File: config.mk
export PLATFORM = sky130hd
export DESIGN_NAME = johnson_ring_ctrl
export DESIGN_NICKNAME = d
export VERILOG_FILES = /design/src/rtl/johnson_ring_ctrl.sv
export SDC_FILE = /design/constraint.sdc
export NUM_CORES = 1
export LEC_CHECK = 0
export ABC_AREA = 1
export BUFFER_PORTS_ARGS = -buffer_cell sky130_fd_sc_hd__clkbuf_2
export CAP_MARGIN = 20
export CELL_PAD_IN_SITES_DETAIL_PLACEMENT = 1
export CELL_PAD_IN_SITES_GLOBAL_PLACEMENT = 1
export CORE_ASPECT_RATIO = 0.5
export CORE_MARGIN = 2
export CORE_UTILIZATION = 44
export CTS_CLUSTER_DIAMETER = 50
export DETAILED_ROUTE_END_ITERATION = 7
export MAX_ROUTING_LAYER = met4
export PLACE_DENSITY = 0.88
export SLEW_MARGIN = 20
export SYNTH_ARGS = -nofsm -noshare
export SYNTH_HDL_FRONTEND = slang
export SYNTH_SLANG_ARGS = --single-unit
File: constraint.sdc
create_clock -name clk -period 14.09 [get_ports clk]
set_input_delay 1.409 -clock clk [delete_from_list [all_inputs] [get_ports clk]]
set_output_delay 1.409 -clock clk [all_outputs]
set_load 0.01 [all_outputs]
File: src/rtl/johnson_ring_ctrl.sv
// johnson_ring_ctrl
// Controller for an N-bit twisted-ring (Johnson) counter. It owns the ring
// register and tracks the phase index alongside it. It supports run/stop,
// a single-step handshake in HOLD, direction control, seed load with a
// legality check, and a wrap counter. An illegal seed raises a sticky err
// and forces a one-cycle FAULT state, after which the block returns to IDLE.
module johnson_ring_ctrl #(
    parameter int  N     = 6,
    parameter int  WRAPW = 8,
    localparam int PW    = $clog2(2*N)
) (
    input  logic             clk,
    input  logic             reset,
    input  logic             start,
    input  logic             stop,
    input  logic             dir,
    input  logic             step_req,
    output logic             step_ack,
    input  logic             seed_valid,
    input  logic [N-1:0]     seed,
    input  logic             clr_err,
    output logic [N-1:0]     q,
    output logic [PW-1:0]    phase,
    output logic [WRAPW-1:0] wraps,
    output logic             busy,
    output logic             err
);

    typedef enum logic [1:0] {
        IDLE  = 2'd0,
        RUN   = 2'd1,
        HOLD  = 2'd2,
        FAULT = 2'd3
    } state_t;

    localparam logic [PW-1:0] LAST_PHASE = PW'(2*N-1);

    state_t           state_q, state_d;
    logic [N-1:0]     ring_q, ring_d;
    logic [PW-1:0]    phase_q, phase_d;
    logic [WRAPW-1:0] wraps_q, wraps_d;
    logic             step_ack_q, step_ack_d;
    logic             err_q, err_d;

    // Seed decode results
    int unsigned      seed_ones;
    logic [N-1:0]     seed_mask;
    logic             seed_legal;
    logic [PW-1:0]    seed_phase;

    // One-shift lookahead in the direction currently requested
    logic [N-1:0]     shift_ring;
    logic [PW-1:0]    shift_phase;
    logic             shift_wrap;

    logic             do_shift;
    logic             do_load;

    // Seed legality and phase: a legal pattern is fully determined by its
    // popcount and its MSB, so rebuild that pattern and compare it to the seed.
    always_comb begin
        seed_ones = 0;
        for (int unsigned i = 0; i < N; i++) begin
            if (seed[i]) begin
                seed_ones = seed_ones + 1;
            end
        end
        if (seed[N-1] || (seed == '0)) begin
            seed_mask  = {N{1'b1}} << (N - seed_ones);
            seed_phase = PW'(seed_ones);
        end else begin
            seed_mask  = {N{1'b1}} >> (N - seed_ones);
            seed_phase = PW'(2*N - seed_ones);
        end
        seed_legal = (seed == seed_mask);
    end

    // Next ring value, phase, and wrap flag for a single shift in direction dir
    always_comb begin
        if (!dir) begin
            shift_ring  = {~ring_q[0], ring_q[N-1:1]};
            shift_wrap  = (phase_q == LAST_PHASE);
            shift_phase = shift_wrap ? '0 : phase_q + PW'(1);
        end else begin
            shift_ring  = {ring_q[N-2:0], ~ring_q[N-1]};
            shift_wrap  = (phase_q == '0);
            shift_phase = shift_wrap ? LAST_PHASE : phase_q - PW'(1);
        end
    end

    // Next-state and datapath selection: seed_valid > stop > start > step_req
    always_comb begin
        state_d    = state_q;
        ring_d     = ring_q;
        phase_d    = phase_q;
        wraps_d    = wraps_q;
        step_ack_d = 1'b0;
        err_d      = err_q & ~clr_err;
        do_shift   = 1'b0;
        do_load    = 1'b0;

        case (state_q)
            IDLE: begin
                if (seed_valid) begin
                    do_load = 1'b1;
                end else if (start) begin
                    state_d = RUN;
                end
            end
            RUN: begin
                if (stop) begin
                    state_d = HOLD;
                end else begin
                    do_shift = 1'b1;
                end
            end
            HOLD: begin
                if (seed_valid) begin
                    do_load = 1'b1;
                end else if (stop) begin
                    state_d = IDLE;
                end else if (start) begin
                    state_d = RUN;
                end else if (step_req && !step_ack_q) begin
                    do_shift   = 1'b1;
                    step_ack_d = 1'b1;
                end
            end
            FAULT: begin
                state_d = IDLE;
                ring_d  = '0;
                phase_d = '0;
            end
            default: begin
                state_d = IDLE;
            end
        endcase

        if (do_shift) begin
            ring_d  = shift_ring;
            phase_d = shift_phase;
            if (shift_wrap) begin
                wraps_d = wraps_q + WRAPW'(1);
            end
        end

        // An illegal seed overrides a same-edge clr_err
        if (do_load) begin
            if (seed_legal) begin
                ring_d  = seed;
                phase_d = seed_phase;
            end else begin
                ring_d  = '0;
                phase_d = '0;
                err_d   = 1'b1;
                state_d = FAULT;
            end
        end
    end

    // State and datapath registers with synchronous reset
    always_ff @(posedge clk) begin
        if (reset) begin
            state_q    <= IDLE;
            ring_q     <= '0;
            phase_q    <= '0;
            wraps_q    <= '0;
            step_ack_q <= 1'b0;
            err_q      <= 1'b0;
        end else begin
            state_q    <= state_d;
            ring_q     <= ring_d;
            phase_q    <= phase_d;
            wraps_q    <= wraps_d;
            step_ack_q <= step_ack_d;
            err_q      <= err_d;
        end
    end

    assign q        = ring_q;
    assign phase    = phase_q;
    assign wraps    = wraps_q;
    assign step_ack = step_ack_q;
    assign err      = err_q;
    assign busy     = (state_q == RUN);

endmodule

==> results.sh <==
export IMPL_syn_area_per_cell_um2=6.54
export IMPL_cts_repair_resize_count=0
export IMPL_gr_total_overflow=0
export IMPL_grt_max_degree=18
export IMPL_start_util=0.463
export IMPL_numCtsBuffers=3
export IMPL_worstSetupPathDepth=35
export IMPL_finalCriticalPeriod_ns=6.21
export IMPL_cp_required_ns=14.25
export IMPL_core_area_mm2=0.00500
export IMPL_register_area_um2=440
export IMPL_cpMostUsedCell="nand2_1"
export IMPL_clockBufferDepth=2
export IMPL_dpl_hpwl_um=5160
export IMPL_cts_num_sinks=22
export IMPL_post_route_period_util=0.440
export IMPL_synth_main_ff_cell="dfxtp_1"
export IMPL_post_cts_buffers=0
export IMPL_max_stage_delay_ns=0.52
export IMPL_worstMarginPinSlew_ns=0.664
export IMPL_slew_violations=0
export IMPL_synth_warnings=0
export IMPL_synth_nets=384
export IMPL_rr_worst_depth=9
export IMPL_vias=2455
export IMPL_ios=35
export IMPL_wl_per_cell_um=14.5
export IMPL_cts_tree="built"
export IMPL_synth_async_reset_ratio=0
export IMPL_routed_wirelength_um=6610
export IMPL_rsz0062_at_grt="false"
export IMPL_multi_input_area_mm2=0.00162
export IMPL_setup_tns_ns=0
export IMPL_dieArea_mm2=0.00589
export IMPL_drive_gt1_frac=0.228
export IMPL_arrival_ns=6.37
export IMPL_crit_path_start_kind="input port"
export IMPL_slew_limit_headroom=0.554
export IMPL_nets=417
export IMPL_power_density_mw_per_mm2=105
export IMPL_hold_viol=0
export IMPL_root_buffer="clkbuf_8"
export IMPL_grt_pass1_wl_um=11300
export IMPL_portBuffers=34
export IMPL_synth_edf_count=0
export IMPL_drt_iter0_drc=81
export IMPL_fin_skew_ns=0.00710
export IMPL_first_global_vias=2507
export IMPL_antenna_left=0
export IMPL_max_cap_violations=0
export IMPL_final_area_mm2=0.00260
export IMPL_synth_seq_cells=22
export IMPL_final_util=0.521
export IMPL_fillers=704
export IMPL_dieHeight_um=55.3
export IMPL_power_leakage_nw=1.29
export IMPL_fmax_ghz=0.161
export IMPL_seq_area_frac_synth=0.190
export IMPL_min_path_type="flip-flop to flip-flop"
export IMPL_cts_hold_buf=0
export IMPL_syn_cell_area_mm2=0.00231
export IMPL_crit_path_top_delay_cell="nor2_2"
export IMPL_ys_types=40
export IMPL_first_pass_iters=4
export IMPL_cp_max_fo=11
export IMPL_dp_cells=452
export IMPL_num_rows=18
export IMPL_peakVddDrop_mv=0.0446
export IMPL_cts_htree_levels=1
export IMPL_layout_commonest_cell="nand2_1"
export IMPL_clk_pin_slew_ns=0.09
export IMPL_grtUsageTotal=0.236
export IMPL_synthCells=354
export IMPL_setup_viol=0
export IMPL_layout_common_cells="nand2_1 (74), inv_1 (49), clkbuf_2 (34)"
export IMPL_hold_path_depth=2
export IMPL_status="finished, final reports clean"
export IMPL_endpoint_kind="flip-flop"
export IMPL_path_class="input port to flip-flop"
export IMPL_insertion_delay_ns=0.27
export IMPL_critical_path_top_delay_family="simple AND/OR/NAND/NOR gates"
export IMPL_place_area_mm2=0.00253
export IMPL_gp_congestion=0.878
export IMPL_drc=0
export IMPL_vias_per_cell=5.38
export IMPL_fin_cells=456
export IMPL_antenna_found_initial=0
export IMPL_critPathBufInv=6
export IMPL_diodes=0
export IMPL_area_delta_synth_final_pct=12.4
export IMPL_die_x_um=107
cells by family (layout without fill, tap and decap cells):
kind of cell               after synthesis  after routing  synth area share
other                                    1              1           0.00162
AOI/OAI and AO/OA                       65             65             0.179
and+or+nand+nor                        182            182             0.412
DFF                                     22             22             0.190
adders and majority gates               16             16            0.0865
xor gates and xnor gates                 5              5            0.0189
buffers and inverters                   63             95             0.111
report_power, final:
| part | leakage (nW) | switching, mW | internal, mW |
|---|---|---|---|
| sequential | 0.180 | 0.00900 | 0.0698 |
| combinational | 1.08 | 0.0910 | 0.0446 |
| clock | 0.0357 | 0.0221 | 0.0380 |
| total | 1.29 | 0.122 | 0.152 |
cell type report:
type,count,area share
Tap cell,70,0.0337
Clock inverter,1,0.0115
Sequential cell,22,0.169
Clock buffer,3,0.0159
Inverter,57,0.0832
Multi-Input combinational cell,269,0.621
Timing Repair Buffer,34,0.0654
sequential cells by signal, summed over array words and instances (netlist names):
register	count
err	1
phase	4
q	6
state_q	2
step_ack	1
wraps	8
routing by layer:
metal | share of wire | GRT usage | up-vias
met3 | 0.031 | 0.0283 | 11
met4 | 0.014 | 0.0482 | 0
li1 | - | - | 1222
met2 | 0.50 | 0.432 | 43
met5 | 0 | - | -
met1 | 0.46 | 0.280 | 1179
tightest hold or removal path: stages (launching register included):
cell and delay, ns:
dfxtp_1 0.32, nand2_1 0.07, a21oi_1 0.06
synth_stat cells, types with 7 or more instances:
cell type  instances  area, µm²
nand2_1           74        278
inv_1             49        184
nand3_1           33        165
nor2_1            30        113
o21ai_0           24        120
dfxtp_1           22        440
ha_1              16        200
a21oi_1           11       55.1
nand3_2           11        110
a21oi_2           10       87.6
nand2_2            7       43.8
through the flow:
step	worst slack [ns]	hold slack (ns)	total power, mW
2_1_floorplan	8.67	0.487	0.179
3_3_place_gp	7.89	0.478	0.204
3_5_place_dp	7.60	0.487	0.213
4_1_cts	7.88	0.499	0.274
5_1_grt	7.40	0.534	0.296
6_report	7.88	0.498	0.274
final timing paths:
kind,start,endpoint,slack [ns]
max,seed[0],err,7.88
min,err,err,0.50
max reg2reg,state_q[0],q[5],11.12
min reg2reg,err,err,0.50
No activity file was read; power rests on OpenSTA's default activity.
